File: src/rtl/instr_fetch_unit.sv
// Multi-cycle instruction fetch stage: owns PC and instruction register and
// fetches one word per req/ack handshake, with misalignment and timeout faults.
module instr_fetch_unit #(
  parameter logic [31:0] RESET_PC       = 32'h0000_0000,
  parameter int unsigned TIMEOUT_CYCLES = 255
) (
  input  logic        clk,
  input  logic        reset,
  input  logic        fetch_en,
  input  logic        pc_write,
  input  logic [31:0] pc_next,
  output logic [31:0] imem_addr,
  output logic        imem_req,
  input  logic [31:0] imem_rdata,
  input  logic        imem_ack,
  output logic [31:0] pc,
  output logic [31:0] pc_old,
  output logic [31:0] pc_plus4,
  output logic [31:0] instr,
  output logic [6:0]  op,
  output logic        instr_valid,
  output logic        fetch_done,
  output logic        busy,
  output logic        fetch_fault,
  output logic [1:0]  fault_cause
);

  typedef enum logic [1:0] {S_IDLE, S_WAIT, S_FAULT} state_t;

  localparam logic [9:0]  CNT_LAST = 10'(TIMEOUT_CYCLES - 1);
  localparam logic [31:0] NOP      = 32'h0000_0013;

  state_t     state;
  state_t     state_next;
  logic [9:0] cnt;
  logic       aligned;
  logic       timeout_hit;

  assign aligned     = (pc[1:0] == 2'b00);
  assign timeout_hit = (cnt == CNT_LAST);
  assign pc_plus4    = pc + 32'd4;
  assign op          = instr[6:0];

  always_ff @(posedge clk) begin
    if (reset) state <= S_IDLE;
    else       state <= state_next;
  end

  // An ack in the timeout cycle takes priority over the fault.
  always_comb begin
    state_next = state;
    unique case (state)
      S_IDLE:  if (fetch_en) state_next = aligned ? S_WAIT : S_FAULT;
      S_WAIT: begin
        if (imem_ack)         state_next = S_IDLE;
        else if (timeout_hit) state_next = S_FAULT;
      end
      S_FAULT: state_next = S_FAULT;
      default: state_next = S_IDLE;
    endcase
  end

  always_comb begin
    busy        = (state == S_WAIT);
    fetch_fault = (state == S_FAULT);
  end

  // pc_write is independent of the FSM; the fetch samples the pre-write pc.
  always_ff @(posedge clk) begin
    if (reset) begin
      pc          <= RESET_PC;
      pc_old      <= '0;
      instr       <= NOP;
      instr_valid <= 1'b0;
      fetch_done  <= 1'b0;
      imem_req    <= 1'b0;
      imem_addr   <= '0;
      fault_cause <= 2'b00;
      cnt         <= '0;
    end else begin
      fetch_done <= 1'b0;
      if (pc_write) pc <= pc_next;
      unique case (state)
        S_IDLE: begin
          if (fetch_en) begin
            if (aligned) begin
              imem_addr   <= pc;
              imem_req    <= 1'b1;
              instr_valid <= 1'b0;
              cnt         <= '0;
            end else begin
              fault_cause <= 2'b01;
            end
          end
        end
        S_WAIT: begin
          if (imem_ack) begin
            instr       <= imem_rdata;
            pc_old      <= imem_addr;
            instr_valid <= 1'b1;
            fetch_done  <= 1'b1;
            imem_req    <= 1'b0;
          end else if (timeout_hit) begin
            imem_req    <= 1'b0;
            fault_cause <= 2'b10;
          end else begin
            cnt <= cnt + 10'd1;
          end
        end
        default: ;
      endcase
    end
  end

endmodule

File: config.mk
export PLATFORM = sky130hd
export DESIGN_NAME = instr_fetch_unit
export DESIGN_NICKNAME = d
export VERILOG_FILES = /design/src/rtl/instr_fetch_unit.sv
export SDC_FILE = /design/constraint.sdc
export NUM_CORES = 1
export LEC_CHECK = 0
export CORE_MARGIN = 3
export CORE_UTILIZATION = 41
export CTS_BUF_LIST = sky130_fd_sc_hd__clkbuf_16
export CTS_CLUSTER_DIAMETER = 150
export DETAILED_ROUTE_END_ITERATION = 8
export MAX_ROUTING_LAYER = met4
export PLACE_DENSITY_LB_ADDON = 0.12
export SLEW_MARGIN = 40
export SYNTH_ARGS = -nofsm -noshare
export SYNTH_HDL_FRONTEND = slang
export SYNTH_SLANG_ARGS = --single-unit
File: constraint.sdc
create_clock -name clk -period 3.7 [get_ports clk]
set_input_delay 0.74 -clock clk [delete_from_list [all_inputs] [get_ports clk]]
set_output_delay 0.74 -clock clk [all_outputs]
set_load 0.02 [all_outputs]
After elaboration in Yosys (flattened, before gate mapping)
Cells that the tools add are included.
- bits in registers: 145
- bits of input ports: 69
- output and inout port bits: 174
- word-level logic and storage cells: 59
- $add $sub $neg: 2
- equal/unequal tests: 11
- multiplexer cells: 24
- bitwise logic cells: 1
- reductions and logical operators: 11
- operators with widths (operator ; number):
    10-bit 2-to-1 mux ; 4
    32-bit by 3-bit adder with 32-bit output, second input constant ; 1
    10-bit one-hot mux with 2 select lines ; 1
    2-bit 2-to-1 mux ; 7
    2-bit != test, second input constant ; 6
    10-bit by 1-bit adder with 10-bit output, second input constant ; 1
    10-bit by 8-bit == test with 1-bit output, second input constant ; 1
    5-bit AND reduction ; 2
    1-bit 2-to-1 mux ; 8
    4-bit AND reduction ; 2
    2-bit one-hot mux with 3 select lines ; 1
    2-bit logical NOT ; 2
    1-bit one-hot mux with 2 select lines ; 2
    2-bit one-hot mux with 2 select lines ; 1
    2-bit AND reduction ; 2
    3-bit by 2-bit != test with 1-bit output, second input constant ; 1
    3-bit AND reduction ; 1
    2-bit by 1-bit == test with 1-bit output, second input constant ; 1
    2-bit == test, second input constant ; 1
    2-bit by 1-bit != test with 1-bit output, second input constant ; 1
    2-bit nonzero test ; 1
    2-bit OR reduction ; 1
    1-bit inverter ; 1

Logic depth before layout (Yosys ltp)
- word-level depth: 4
- mapped depth: 7
- depth with buffers taken out: 6

Worst setup path before layout
No wires, ideal clock.
- path kind: register to output
- start point: reg pc[4]
- end point: out pc_plus4[23]
- arrival time: 1.815 ns
- setup slack: 1.145 ns
- stages on the path, launching flop included: 7
- cell sequence: dfxtp_1 > and4_1 > buf_2 > and4_1 > clkbuf_1 > nand4_1 > xnor2_1
- cells in the longest elaborated chain, start to end: 1
- ends and longest elaborated chain (item ; line ; source):
    from (decl) ; 16 ; output logic [31:0] pc,
    from (signal assigned) ; 82 ; if (pc_write) pc <= pc_next;
    32-bit by 3-bit adder with 32-bit output ; 41 ; assign pc_plus4 = pc + 32'd4;
    to (decl) ; 18 ; output logic [31:0] pc_plus4,
No other way between the ends.

Worst setup path after layout
- start point: reg pc[4]
- end point: out pc_plus4[26]
Same word-level chain as after synthesis.

==> metrics.log <==
INFO  metric status = finished, final reports clean
INFO  metric drt_first_pass_iters = 5
INFO  metric synth_top_area_frac = 0.495
INFO  metric cts_repair_resize_count = 0
INFO  metric yosys.area_share.xor_xnor = 0.0418
INFO  metric internal-power = 2.97 mW
INFO  metric maximum_number_of_pins_on_one_net_before_global_route_repair = between 70 and 80
INFO  metric ant_nets = 0
INFO  metric detailed_place_hpwl = 13,400 um
INFO  metric number_of_cells_produced_by_synthesis = 711
INFO  metric power_density = 441 nW/um2
INFO  metric drt_iter0_markers = 350
INFO  metric cts_inserted_buffers = 17
INFO  metric worstHoldPathCells = 2
INFO  metric synth_async_sr_flop_share = 0
INFO  metric finalWorstPathRequiredPeriod = around 3.6 ns
INFO  metric timing.critical_path.buf_inv = 1
INFO  metric postLayoutSetupSlackWorst = 0.130 ns
INFO  metric cts.clk_slew.worst_paths = 0.06 ns
INFO  metric cts_tree = built
INFO  metric power.share.combinational = 0.133
INFO  metric timing.hold.ws = 0.452 ns
INFO  metric reg_power_frac = 0.426
INFO  metric drc_errors = 0
INFO  metric grt_pass1_wl = 29,000 um
INFO  metric synth_area_leaders = dfxtp_1, nand2_1, a21oi_1, mux2i_1, nor2_1
INFO  metric final_util = 0.640
INFO  metric synthMuxAreaShare = 0.0546
INFO  metric critPathRequiredTime = ~3 ns
INFO  metric floorplan.rows = 43
INFO  metric post_drt_wl_per_cell = between 15 and 20 um
INFO  metric number_of_global_route_vias_before_repair = 5,575
INFO  metric preCtsSetupSlack = about 0.63 ns
INFO  metric io-pin-count = between 200 and 250
INFO  metric cts.path.max_buffers = 2
INFO  metric totalWireLength = 18,400 um
INFO  metric cts_root_buffer = clkbuf_16
INFO  metric ir_worst_vdd = 0.000315 V
INFO  metric worst_slew_margin_rel = 0.456
INFO  metric synth_area_per_cell = around 8.2 um2
INFO  metric antenna_violations_before_repair = 0
INFO  metric critical_path.endpoint_type = output port
INFO  metric edff_count_synth = 0
INFO  metric worst_path_max_delay_cell = clkdlybuf4s50_1
INFO  metric ws_path_type = reg2out
INFO  metric clock.fmax = 0.280 GHz
INFO  metric synthesis.nets = 783
INFO  metric dieArea = 15,800 um2
INFO  metric critical_path_peak_fanout = 10
INFO  metric final_nets = 996
INFO  metric hold_viol = 0
INFO  metric ctsHtreeMaxLevel = 4
INFO  metric total_negative_slack_for_setup_checks = 0 ns
INFO  metric ys_types = 50
INFO  metric antenna-diode-count = 0
INFO  metric adder_cell_area_share_of_the_yosys_netlist = 0.00640
INFO  metric final_min_period_over_clock_period = 0.965
INFO  metric clk_latency = around 0.42 ns
INFO  metric drive_above_1_share = 0.0502
INFO  metric setup_viol_count_final = 0
INFO  metric busiest_layer = met2
INFO  metric cp_num_cells = 5
INFO  metric syn_area = around 5900 um2
INFO  metric vias_per_cell = approximately 5.1
INFO  metric die_y = 126 um
INFO  metric cp_slowest_stage_delay = around 0.64 ns
INFO  metric dominantRegCellSynth = dfxtp_1
INFO  metric synth_warnings = 0
INFO  metric power.clock.fraction = 0.442
INFO  metric cts.repair_timing.setup_buffer_count = 0
INFO  metric cts.sink_count = 145
INFO  metric gp_routability_congestion = 0.894
INFO  metric drv.max_cap_violation_count = 0
INFO  metric routed-via-count = 5,654
INFO  metric areaGrowthSynthToFinish = 52.0%
INFO  metric synth_seq_area_share = 0.495
INFO  metric final.setup_skew = approximately 0.0080 ns
INFO  metric actual_transition_at_the_worst_max_transition_pin = 0.817 ns
INFO  metric timing.critical_path.arrival = 2.83 ns
INFO  metric synth_top_family_by_area = simple AND/OR/NAND/NOR gates
INFO  metric yosys.area.top_type = dfxtp_1
INFO  metric psw = 0.966 mW
INFO  metric ys_ff_latch = roughly 150
INFO  metric postCtsHoldBufs = 0
INFO  metric placement.io_buffers = ~240
INFO  metric initial_core_util = 0.421
INFO  metric timing.hold.worst.class = reg2reg
INFO  metric gr-usage-met1 = 0.305
INFO  metric cp_cell_sequence = and4_1 -> nand4_2 -> nor4_2 -> xnor2_1 -> clkdlybuf4s50_1
INFO  metric synth-simple-area-share = 0.242
INFO  metric placeableCoreArea = around 14,000 um2
INFO  metric die_x = between 100 and 150 um
INFO  metric globalRouteMet3Util = 0.0657
INFO  metric power_switching_share = 0.245
INFO  metric global_route.usage.met2 = 0.354
INFO  metric globalRoute.totalOverflow = 0
INFO  metric total_leakage_power = 3.20 nW
INFO  metric report.final.slew_viol_count = 0
INFO  metric groute.usage.overall = 0.234
INFO  metric area_fraction_in_compound_gates_after_synthesis = 0.111
INFO  metric worst_r2r_path_depth = 6
INFO  metric critical_path.top_delay_family = simple AND/OR/NAND/NOR gates
INFO  metric setup_repair_after_global_routing_missed_its_margin = no
INFO  metric timing.critical_path.from_type = flop
## stage by stage
stage                     instance area, um2  std cells  power (mW)
after global routing                    8920       1117        4.08
final                                   8920       1117        3.94
after global placement                  8310       1085        2.22
after floorplan                         5870        711        1.96
after detailed placement                8310       1085        2.23
after CTS                               8910       1117        3.97
## final cells by class
cell class	count	area [um2]
clock buffers	17	425
clock inverters	15	175
fillers	1169	5020
inverters	11	41.3
multi-input cells	500	2680
flip-flops and latches	145	2900
well taps	180	225
repair buffers	249	2470
## cell usage after synthesis, types with 3 or more instances
library cell,number
xnor2_1,18
nand3_1,14
and2_1,4
a21oi_1,97
and4_1,5
mux2i_1,32
xor2_1,10
ha_1,3
o21ai_0,4
nor4_1,3
inv_1,10
or2_1,3
buf_2,9
clkbuf_1,26
nand2_1,200
and3_1,5
nand4_1,14
nor2_1,44
buf_4,9
buf_1,11
nor3_1,8
dfxtp_1,145
## final timing paths
path	start	end	slack, ns
min reg2reg	instr[16]	instr[16]	0.45
max reg2reg	state[1]	instr[2]	1.63
min	instr[16]	instr[16]	0.45
max	pc[4]	pc_plus4[26]	0.13
## state kept, by name (all words and copies together) (netlist names)
signal and cells:
pc 32, imem_req 1, cnt 10, instr_valid 1
fault_cause 2, state 2, pc_old 32, imem_addr 32
instr 32, fetch_done 1
## per-layer routing
| layer | vias up | share of wire |
|---|---|---|
| met3 | 23 | 0.088 |
| met2 | 242 | 0.45 |
| met4 | 0 | 0.016 |
| li1 | 2794 | - |
| met5 | - | 0 |
| met1 | 2595 | 0.45 |
## cells by family after synthesis
kind of cell	after synthesis
compound gates	119
xor+xnor	28
fa+ha+maj	3
buf+inv	66
flops	145
mux	32
simple gates	318
## worst reg2reg max path: cells and delay by family (launching register included)
family | cells | cell delay (ns)
simple gates | 3 | 0.82
buf+inv | 2 | 0.56
flops | 1 | 0.46
compound gates | 1 | 0.15
## power by group through the flow
stage          Combinational (mW)  Clock, mW  Sequential [mW]
4_1_cts                     0.526       1.77             1.67
2_1_floorplan               0.210          0             1.75
5_1_grt                     0.559       1.84             1.68
3_5_place_dp                0.521          0             1.71
3_3_place_gp                0.519          0             1.70
6_report                    0.522       1.74             1.68
## cell usage in the layout (no fill, tap or decap), types with 4 or more instances in the layout
master and n:
a21oi_1 97, and2_1 4, and3_1 5, and4_1 5
buf_4 9, bufinv_16 4, clkbuf_16 17, clkdlybuf4s50_1 240
clkinv_2 5, dfxtp_1 145, inv_1 12, mux2i_1 32
nand2_1 199, nand3_1 14, nand4_1 14, nor2_1 44
nor3_1 8, o21ai_0 4, xnor2_1 18, xor2_1 10
(Power assumes the default switching activity.)
